**src/rtl/mole_sched.sv**
```systemverilog
// Whack-a-mole round scheduler: gap, random hole pick, timed mole window, scoring.
// WRONG_KEY_PENALTY_EN: wrong key in UP costs one point and pulses miss.
module mole_sched #(
  parameter int GAP_TICKS = 25_000_000,
  parameter int UP_TICKS  = 50_000_000,
  parameter int ROUNDS    = 16,
  parameter int SCORE_W   = 8
) (
  input  logic               clk,
  input  logic               rst_n,
  input  logic [3:0]         rnd,
  input  logic               start,
  input  logic [3:0]         key,
  output logic [3:0]         mole,
  output logic               hit,
  output logic               miss,
  output logic [SCORE_W-1:0] score,
  output logic               done,
  output logic               busy
);

  localparam int MAXT  = (GAP_TICKS > UP_TICKS) ? GAP_TICKS : UP_TICKS;
  localparam int CNT_W = $clog2(MAXT + 1);
  localparam int RND_W = $clog2(ROUNDS + 1);
  localparam logic [CNT_W-1:0] GAP_LAST = CNT_W'(GAP_TICKS - 1);
  localparam logic [CNT_W-1:0] UP_LAST  = CNT_W'(UP_TICKS - 1);
  localparam logic [RND_W-1:0] ROUND_N  = RND_W'(ROUNDS);

  typedef enum logic [1:0] {
    IDLE,
    GAP,
    UP,
    DONE
  } state_t;

  state_t             state_q, state_d;
  logic [CNT_W-1:0]   cnt_q, cnt_d;
  logic [RND_W-1:0]   rcnt_q, rcnt_d;
  logic [RND_W-1:0]   rcnt_inc;
  logic [1:0]         prev_q, prev_d;
  logic [1:0]         pick;
  logic [3:0]         mole_d;
  logic               hit_d, miss_d;
  logic [SCORE_W-1:0] score_d, score_inc;
  logic               done_d, busy_d;
  logic               key_hit, tmo, gap_end;
  logic               unused_rnd;

  assign unused_rnd = ^rnd[3:2];

  // Never show the same hole twice in a row
  assign pick      = (rnd[1:0] == prev_q) ? rnd[1:0] + 2'd1 : rnd[1:0];
  assign key_hit   = key[prev_q];
  assign tmo       = (cnt_q == UP_LAST);
  assign gap_end   = (cnt_q == GAP_LAST);
  assign rcnt_inc  = rcnt_q + 1'b1;
  assign score_inc = (&score) ? score : score + 1'b1;

`ifdef WRONG_KEY_PENALTY_EN
  logic               key_bad;
  logic [SCORE_W-1:0] score_dec;
  assign key_bad   = |(key & ~(4'b0001 << prev_q));
  assign score_dec = (score == '0) ? score : score - 1'b1;
`endif

  always_ff @(posedge clk or negedge rst_n) begin
    if (!rst_n) state_q <= IDLE;
    else        state_q <= state_d;
  end

  always_comb begin
    state_d = state_q;
    unique case (state_q)
      IDLE: if (start) state_d = GAP;
      GAP:  if (gap_end) state_d = UP;
      UP: begin
        if (key_hit || tmo)
          state_d = (rcnt_inc == ROUND_N) ? DONE : GAP;
      end
      DONE: if (start) state_d = GAP;
      default: state_d = IDLE;
    endcase
  end

  always_comb begin
    cnt_d   = cnt_q + 1'b1;
    rcnt_d  = rcnt_q;
    prev_d  = prev_q;
    mole_d  = mole;
    hit_d   = 1'b0;
    miss_d  = 1'b0;
    score_d = score;
    unique case (state_q)
      IDLE, DONE: begin
        cnt_d = '0;
        if (start) begin
          score_d = '0;
          rcnt_d  = '0;
        end
      end
      GAP: begin
        if (gap_end) begin
          cnt_d  = '0;
          prev_d = pick;
          mole_d = 4'b0001 << pick;
        end
      end
      UP: begin
        // A hit on the timeout cycle still counts as a hit
        if (key_hit || tmo) begin
          cnt_d  = '0;
          mole_d = '0;
          rcnt_d = rcnt_inc;
          hit_d  = key_hit;
          miss_d = ~key_hit;
          if (key_hit) score_d = score_inc;
        end
`ifdef WRONG_KEY_PENALTY_EN
        else if (key_bad) begin
          miss_d  = 1'b1;
          score_d = score_dec;
        end
`endif
      end
      default: cnt_d = '0;
    endcase
    done_d = (state_d == DONE);
    busy_d = (state_d == GAP) || (state_d == UP);
  end

  always_ff @(posedge clk or negedge rst_n) begin
    if (!rst_n) begin
      cnt_q  <= '0;
      rcnt_q <= '0;
      prev_q <= '0;
      mole   <= '0;
      hit    <= 1'b0;
      miss   <= 1'b0;
      score  <= '0;
      done   <= 1'b0;
      busy   <= 1'b0;
    end else begin
      cnt_q  <= cnt_d;
      rcnt_q <= rcnt_d;
      prev_q <= prev_d;
      mole   <= mole_d;
      hit    <= hit_d;
      miss   <= miss_d;
      score  <= score_d;
      done   <= done_d;
      busy   <= busy_d;
    end
  end

endmodule

```
**config.mk**
```make
export PLATFORM = sky130hd
export DESIGN_NAME = mole_sched
export DESIGN_NICKNAME = d
export VERILOG_FILES = /design/src/rtl/mole_sched.sv
export SDC_FILE = /design/constraint.sdc
export NUM_CORES = 1
export LEC_CHECK = 0
export BUFFER_PORTS_ARGS = -buffer_cell sky130_fd_sc_hd__buf_2
export CAP_MARGIN = 20
export CORE_MARGIN = 1.5
export CORE_UTILIZATION = 35
export CTS_BUF_LIST = sky130_fd_sc_hd__clkbuf_4 sky130_fd_sc_hd__clkbuf_8 sky130_fd_sc_hd__clkbuf_16
export DETAILED_ROUTE_END_ITERATION = 12
export REMOVE_ABC_BUFFERS = 1
export SLEW_MARGIN = 10
export SYNTH_ARGS = -nofsm -noshare
export SYNTH_HDL_FRONTEND = slang
export SYNTH_SLANG_ARGS = --single-unit
```
**constraint.sdc**
```tcl
create_clock -name clk -period 4.5 [get_ports clk]
set_input_delay 0.675 -clock clk [delete_from_list [all_inputs] [get_ports clk]]
set_output_delay 0.675 -clock clk [all_outputs]
set_load 0.01 [all_outputs]
```
## After elaboration in Yosys (flattened, before gate mapping)

Index checks and enable logic that the tools add are counted.

| storage, ports and cells | value |
|---|---|
| register bits | 51 |
| input bits | 11 |
| logic and storage cells | 69 |

| operators by class | value |
|---|---|
| $add $sub $neg | 4 |
| order comparisons | 1 |
| equality and inequality tests | 15 |
| shift-type cells | 1 |
| muxes and demuxes | 26 |
| bitwise logic cells | 1 |
| reduce and logical (&&, ||, !) cells | 11 |

Operators by type and width:

| operator | number |
|---|---|
| $pmux W26 S3 | 1 |
| $mux W26 | 2 |
| $mux W8 | 4 |
| $add A26 B1 Y26 const B | 1 |
| $eq A26 B25 Y1 const B | 1 |
| $eq A26 B26 Y1 const B | 1 |
| $pmux W8 S2 | 1 |
| $mux W2 | 5 |
| $mux W5 | 2 |
| $pmux W5 S2 | 1 |
| $add A8 B1 Y8 const B | 1 |
| $eq A2 B2 Y1 const B | 4 |
| $mux W4 | 2 |
| $ne A2 B2 Y1 const B | 4 |
| $pmux W4 S2 | 1 |
| $reduce_and A8 Y1 | 1 |
| $pmux W2 S3 | 1 |
| $reduce_and A3 Y1 | 2 |
| $add A5 B1 Y5 const B | 1 |
| $eq A5 B5 Y1 const B | 1 |
| $mux W1 | 5 |
| $reduce_and A5 Y1 | 1 |
| $eq A2 B1 Y1 const B | 2 |
| $reduce_bool A2 Y1 | 2 |
| other kinds (11) | 12 |

## Logic depth before layout (Yosys ltp)

Gate-level depths: netlist of the first run.

| logic depth | value |
|---|---|
| depth after elaboration | 7 |
| depth in mapped cells | 8 |
| depth with buffers taken out | 7 |

## Worst setup path before layout of the first run

Ideal clock, no wire load.

| path | value |
|---|---|
| path type | input to register |
| from | input key[3] |
| to | register busy |
| library setup time | 0.126 ns |
| data arrival time | 2.127 ns |
| setup slack | 2.247 ns |
| cell stages on the path | 6 |
| path buffers | 0 |
| cells stage by stage | mux4_2 > nand2b_1 > a21oi_2 > o21ai_0 > o311ai_0 > ha_1 |

| on the way | value |
|---|---|
| longest elaborated chain between the ends | 7 |
| elaborated cells between the ends (all ways) | 8 |
| classes of those cells | 2 x eq/ne; 4 x mux; 2 x reduce/logical |

RTL lines:

| element | line | text |
|---|---|---|
| start, declared | 13 | `input logic [3:0] key,` |
| $bmux W1 S2 * | 53 | `assign key_hit = key[prev_q];` |
| $mux W1 (not written as such) * | 53 |  |
| $logic_or A1 B1 Y1 * | 77 | `if (key_hit \|\| tmo)` |
| $mux W2 * | 77 |  |
| $pmux W2 S3 * | 73 | `unique case (state_q)` |
| net state_d[1] | 36 | `state_t state_q, state_d;` |
| $eq A2 B1 Y1 / $eq A2 B2 Y1 (equally long branches) | 128 | `busy_d = (state_d == GAP) \|\| (state_d == UP);` |
| $logic_or A1 B1 Y1 * | 128 |  |
| net busy_d | 45 | `logic done_d, busy_d;` |
| end signal, assigned | 151 | `busy <= busy_d;` |
| end, declared | 19 | `output logic busy` |

Mark *: on every way through the listed nets, which the timed path passes. The rest lies on a longest branch. The select of a mux whose other input is x is not followed.
A chain may end at the register's enable or synchronous reset.

## Worst setup path in the final report of the first run

| path | value |
|---|---|
| from | register cnt_q[11] |
| to | register busy |

| on the way | value |
|---|---|
| longest elaborated chain between the ends | 6 |
| elaborated cells between the ends (all ways) | 9 |
| classes of those cells | 4 x eq/ne; 3 x mux; 2 x reduce/logical |

RTL lines:

| element | line | text |
|---|---|---|
| start, declared | 37 | `logic [CNT_W-1:0] cnt_q, cnt_d;` |
| start signal, assigned | 143 | `cnt_q <= cnt_d;` |
| $eq A26 B26 Y1 | 54 | `assign tmo = (cnt_q == UP_LAST);` |
| $logic_or A1 B1 Y1 | 77 |  |
| $mux W2 | 77 |  |
| $pmux W2 S3 * | 73 |  |
| net state_d[1] | 36 |  |
| $eq A2 B1 Y1 / $eq A2 B2 Y1 (equally long branches) | 128 |  |
| $logic_or A1 B1 Y1 * | 128 |  |
| net busy_d | 45 |  |

Mark *: on every way through the listed nets, which the timed path passes. The rest lies on a longest branch.

==> impl_metrics.env, run 1 <==
export IMPL_total_power_w=0.00103
export IMPL_async_flop_share_pct=100
export IMPL_slew_violations=0
export IMPL_final_min_clock_period_ns=2.60
export IMPL_synthMuxAreaShare_pct=2.36
export IMPL_cts_tree="built"
export IMPL_finalWeightedCongestion=0.759
export IMPL_rsz0062_at_grt="no"
export IMPL_fin_ws_ns=1.90
export IMPL_dieHeight_um=94.2
export IMPL_syn_area_um2=2910
export IMPL_vias=2247
export IMPL_die_area_um2=8880
export IMPL_synthSimpleGateAreaFrac_pct=28.0
export IMPL_postSynthAreaPerCell_um2=9.58
export IMPL_num_rows=33
export IMPL_yosysTopAreaCellShare_pct=43.8
export IMPL_cts_root_buf="clkbuf_8"
export IMPL_power_leakage_nw=1.36
export IMPL_overflow=0
export IMPL_synth_area_leaders="dfrtp_1 (44%), nor2_1 (4.8%), xnor2_1 (4.5%)"
export IMPL_grt_pass1_wl_um=9980
export IMPL_track_usage_pct=14.2
export IMPL_start_util_pct=35.8
export IMPL_synth_warnings=0
export IMPL_critPathCaptureType="flop"
export IMPL_layout_nets=345
export IMPL_layoutNonFillerInstCount=433
export IMPL_drt_initial_drc_count=82
export IMPL_drc=0
export IMPL_cp_start_kind="flop"
export IMPL_power_frac_seq_pct=49.0
export IMPL_io_buffers=24
export IMPL_cts_path_max_buffers=2
export IMPL_antenna_found_initial=0
export IMPL_die_width_um=94.2
export IMPL_synth_top_area_cell="dfrtp_1"
export IMPL_fmax_mhz=384
export IMPL_switchingPower_w=0.000317
export IMPL_path_max_fanout=13
export IMPL_clk_pin_slew_ns=0.09
export IMPL_synth_top_family_by_area="simple AND/OR/NAND/NOR gates"
export IMPL_vdd_drop_max_mv=0.112
export IMPL_p_sw_share_pct=30.6
export IMPL_cp_required_ns=4.69
export IMPL_hold_viol=0
export IMPL_cts_setup_buffers=0
export IMPL_final_seq_area_um2=1280
export IMPL_synth_edff_count=0
export IMPL_post_cts_resized=0
export IMPL_drt_wl_total_um=5870
export IMPL_relSlewSlack_pct=55.1
export IMPL_drive_above_1_share_pct=13.4
export IMPL_syn_inst=304
export IMPL_avgRoutedWirePerCell_um=13.6
export IMPL_synth_compound_area_share_pct=11.8
export IMPL_powerDensity_nw_per_um2=321
export IMPL_setup_tns_ns=0
export IMPL_setup_viol=0
export IMPL_synth_adder_area_share_pct=3.01
export IMPL_seq_area_frac_synth_pct=43.8
export IMPL_synthToLayoutAreaGrowth_pct=10.6
export IMPL_multi_input_area_um2=1530
export IMPL_synth_distinct_cells=52
export IMPL_ios=27
export IMPL_hold_path_class="input pin to async pin"
export IMPL_synth_xor_area_share_pct=7.52
export IMPL_fp_coreArea_um2=8130
export IMPL_ys_ff_latch=51
export IMPL_worst_pin_slew_ns=0.673
export IMPL_dr_pass1_iters=4
export IMPL_n_antenna_cell=0
export IMPL_cts_hold_buf=0
export IMPL_maxCapViolCount=0
export IMPL_cts_buffers=5
export IMPL_status="complete, no violations"
export IMPL_grt_max_degree=52
export IMPL_worstSkewPairLatency_ns=0.31
export IMPL_finalCritPeriodShare_pct=57.9
export IMPL_worst_hold_slack_ns=0.473
export IMPL_fin_skew_ns=0.00933
export IMPL_power_frac_comb_pct=22.1
export IMPL_ant_nets=0
export IMPL_internal_power_w=0.000716
export IMPL_grt_pass1_vias=2145
export IMPL_clkPwrFrac_pct=28.9
export IMPL_synth_main_ff_cell="dfrtp_1"
export IMPL_avgViaCountPerCell=5.19
export IMPL_cts_sinks=51
export IMPL_worstPathArrival_ns=2.80
export IMPL_pre_cts_ws_ns=1.81
export IMPL_dp_cells=424
export IMPL_h_tree_depth=2
export IMPL_dp_hpwl_um=3950
export IMPL_crit_type="flop to flop"
export IMPL_fillers=804
==> path summary, 6_finish.rpt <==
kind	from	end	slack [ns]	cells past startpoint
hold reg to reg	cnt_q[0]$_DFF_PN0_	cnt_q[0]$_DFF_PN0_	0.51	1
hold / removal	rst_n	score[6]$_DFFE_PN0P_	0.47	2
min in group clk	cnt_q[0]$_DFF_PN0_	cnt_q[0]$_DFF_PN0_	0.51	1
setup / recovery	cnt_q[11]$_DFF_PN0_	busy$_DFF_PN0_	1.90	5
max in group asynchronous	rst_n	cnt_q[12]$_DFF_PN0_	3.57	2
setup reg to reg	cnt_q[11]$_DFF_PN0_	busy$_DFF_PN0_	1.90	5
==> synthesized netlist by cell type, drive strengths merged, types with 5 or more instances <==
| cell | instances |
|---|---|
| dfrtp | 51 |
| inv | 7 |
| nand3 | 14 |
| xor2 | 10 |
| o41ai | 5 |
| nand2 | 31 |
| nand2b | 8 |
| and4 | 6 |
| o21ai | 11 |
| ha | 7 |
| nor4 | 7 |
| xnor2 | 15 |
| nor2 | 37 |
| buf | 7 |
| nor2b | 7 |
| nand4 | 11 |
| and3 | 8 |
| nor3 | 6 |
==> area by class of cell <==
cell class,instances,area share [%]
sequential,51,39.6
multi-input combinational,235,47.6
clock inverter,1,0.233
inverter,7,0.816
clock buffer,7,2.99
tap,105,4.08
timing repair buffer,27,4.66
==> flip-flops by register name (all words and copies together) (netlist names) <==
name,count
state_q,2
rcnt_q,5
prev_q,2
cnt_q,26
hit,1
mole,4
score,8
miss,1
done,1
busy,1
==> cells in the final DEF (no fill, tap or decap), types with 7 or more instances in the layout <==
cell type	instances
nor2_1	37
and3_1	8
xor2_1	10
nand3_1	14
nand2b_1	8
clkbuf_8	7
nand4_1	11
dfrtp_1	51
nor2b_1	7
nand2_1	31
ha_1	7
inv_1	7
xnor2_1	15
buf_2	24
o21ai_0	11
==> cells by family (layout without fill, tap and decap cells) <==
logic type	after synthesis	count (layout)
AO/OA/AOI/OAI	46	46
XOR/XNOR	25	25
adder cells (fa/ha/maj)	7	7
buffers and inverters	18	42
flip-flops	51	51
multiplexers	5	5
AND/OR/NAND/NOR	152	152
==> per-layer routing <==
metal	up-vias	global-route usage [%]	share of wire, %
met5	-	0	0
met4	0	3.98	0.94
met3	7	2.83	2.4
met2	23	23.8	47
met1	1071	18.4	50
li1	1146	-	-
==> worst max-delay path: stages (launching register included) <==
cell	delay, ns
dfrtp_1	0.45
or4b_4	0.57
nor4_4	0.25
a21oi_2	0.23
o311ai_0	0.64
ha_1	0.34
==> power groups by stage <==
stage                     logic (W)  registers, W  clock network [W]
final                      0.000228      0.000506           0.000298
after global routing       0.000258      0.000510           0.000327
after CTS                  0.000220      0.000506           0.000309
after detailed placement   0.000219      0.000515                  0
after global placement     0.000215      0.000515                  0
after floorplan            0.000139      0.000521                  0
==> through the flow <==
step	util (%)	area, um^2
floorplan	-	2840
global placement	38.1	3100
detailed placement	38.1	3100
CTS	39.4	3210
global route	39.6	3220
finish	39.6	3220
(Power assumes the default switching activity.)
==> run 2, diff against run 1 <==
==> constraint.sdc (replaced) <==
create_clock -name clk -period 2.3 [get_ports clk]
set_input_delay 0.345 -clock clk [delete_from_list [all_inputs] [get_ports clk]]
set_output_delay 0.345 -clock clk [all_outputs]
set_load 0.01 [all_outputs]
==> impl_metrics.env, run 2 (synthesis gave the netlist of run 1 again) <==
export IMPL_cts_sinks=51
export IMPL_crit_type="flop to flop"
export IMPL_drc=0
export IMPL_total_power_w=0.00211
export IMPL_fmax_mhz=454
export IMPL_finalCritPeriodShare_pct=95.7
export IMPL_power_frac_seq_pct=47.3
export IMPL_power_frac_comb_pct=23.2
export IMPL_pre_cts_ws_ns=0.0944
export IMPL_grt_pass1_vias=2277
export IMPL_cp_start_kind="flop"
export IMPL_critPathCaptureType="flop"
export IMPL_regMostFlops="cnt_q"
export IMPL_die_area_um2=8880
export IMPL_num_rows=33
export IMPL_drt_initial_drc_count=62
export IMPL_synthToLayoutAreaGrowth_pct=15.4
export IMPL_switchingPower_w=0.000616
export IMPL_avgRoutedWirePerCell_um=13.9
export IMPL_cp_required_ns=2.49
export IMPL_hold_viol=0
export IMPL_die_width_um=94.2
export IMPL_layout_nets=361
export IMPL_slew_violations=0
export IMPL_clkPwrFrac_pct=29.5
export IMPL_h_tree_depth=2
export IMPL_cts_buffers=5
export IMPL_powerDensity_nw_per_um2=627
export IMPL_fin_ws_ns=0.0985
export IMPL_grt_pass1_wl_um=10700
export IMPL_cts_root_buf="clkbuf_8"
export IMPL_clk_pin_slew_ns=0.09
export IMPL_start_util_pct=35.8
export IMPL_hold_path_class="input pin to async pin"
export IMPL_cts_tree="built"
export IMPL_fp_coreArea_um2=8130
export IMPL_final_area_um2=3360
export IMPL_vias=2372
export IMPL_placed_area_um2=3240
export IMPL_drive_above_1_share_pct=17.8
export IMPL_internal_power_w=0.00149
export IMPL_worstPathArrival_ns=2.40
export IMPL_worst_pin_slew_ns=0.637
export IMPL_avgViaCountPerCell=5.29
export IMPL_dieHeight_um=94.2
export IMPL_path_max_fanout=3
export IMPL_fin_skew_ns=0.00863
export IMPL_top_regs="cnt_q: 26 flops, score: 8 flops, rcnt_q: 5 flops"
export IMPL_crit_chain="or4b_4 > nor4_4 > a21oi_2 > o311ai_0 > ha_1"
export IMPL_p_sw_share_pct=29.3
export IMPL_cts_path_max_buffers=2
export IMPL_status="complete, no violations"
export IMPL_mostFrequentLayoutCell="dfrtp_1"
export IMPL_maxCapViolCount=0
export IMPL_layout_common_cells="dfrtp_1 (51), nor2_1 (37), nand2_1 (31)"
export IMPL_ios=27
export IMPL_critPathSlowestCell="or4b_4"
export IMPL_largest_reg_flops=26
export IMPL_dp_hpwl_um=4400
export IMPL_ant_nets=0
export IMPL_vdd_drop_max_mv=0.241
export IMPL_dr_pass1_iters=4
export IMPL_cp_slowest_stage_delay_ns=0.55
export IMPL_cts_setup_buffers=0
export IMPL_io_buffers=24
export IMPL_setup_viol=0
export IMPL_rsz0062_at_grt="yes"
export IMPL_finalWeightedCongestion=0.866
export IMPL_utilization_pct=41.3
export IMPL_worst_hold_slack_ns=0.0540
export IMPL_power_leakage_nw=1.45
export IMPL_grt_max_degree=28
export IMPL_track_usage_pct=15.0
export IMPL_antenna_found_initial=0
export IMPL_n_antenna_cell=0
export IMPL_relSlewSlack_pct=57.5
export IMPL_drt_wl_total_um=6210
export IMPL_worstSkewPairLatency_ns=0.30
export IMPL_overflow=0
export IMPL_final_min_clock_period_ns=2.20
run 2: per-layer routing:
| layer | up-vias | global-route usage [%] | wire [um] |
|---|---|---|---|
| li1 | 1182 | - | - |
| met1 | 1140 | 19.3 | 2910 |
| met2 | 41 | 25.5 | 3000 |
| met3 | 9 | 2.75 | 217 |
| met4 | 0 | 4.10 | 77 |
| met5 | - | 0 | 0 |
run 2: through the flow:
step,setup TNS [ns],cells
global route,-0.0241,448
finish,0,448
floorplan,-0.176,293
detailed placement,0,441
global placement,0,441
CTS,0,448
run 2: repair_timing:
item / 4_1_cts / 5_1_grt
hold buffers: 0 / 0
setup endpoints to repair: 0 / 6
hold endpoints to repair: 0 / 0
gates resized for setup: 0 / 2
run 2: worst paths after layout:
path                                             to  cells after the start           startpoint  slack (ns)
worst max-delay path                 busy$_DFF_PN0_                      5  cnt_q[11]$_DFF_PN0_         0.1
worst min-delay path            mole[2]$_DFFE_PN0P_                      1                rst_n        0.05
worst max register to register       busy$_DFF_PN0_                      5  cnt_q[11]$_DFF_PN0_         0.1
worst min register to register   cnt_q[0]$_DFF_PN0_                      1   cnt_q[0]$_DFF_PN0_        0.53
max in group asynchronous       cnt_q[13]$_DFF_PN0_                      2                rst_n        1.61
min in group clk                mole[0]$_DFFE_PN0P_                      3               rnd[0]        0.41
run 2: critical path: cells and delay by family (launching register included):
kind,cells,cell delay (ns)
flip-flops,1,0.39
AND/OR/NAND/NOR,2,0.78
AO/OA/AOI/OAI,2,0.62
adder cells (fa/ha/maj),1,0.31
run 2: cell type report:
class                   count  area [um^2]
flip-flops and latches     51         1280
fillers                   810         4770
clock inverters             1         30.0
inverters                   7         26.3
multi-input cells         235         1550
well taps                 105          131
clock buffers               6         76.3
repair buffers             43          275
run 2: power by group through the flow:
| stage | Sequential (W) | Clock [W] | Combinational, W |
|---|---|---|---|
| finish | 0.000996 | 0.000621 | 0.000489 |
| global route | 0.00101 | 0.000678 | 0.000546 |
| CTS | 0.000996 | 0.000647 | 0.000493 |
| detailed placement | 0.00101 | 0 | 0.000490 |
| global placement | 0.00101 | 0 | 0.000482 |
| floorplan | 0.00102 | 0 | 0.000271 |
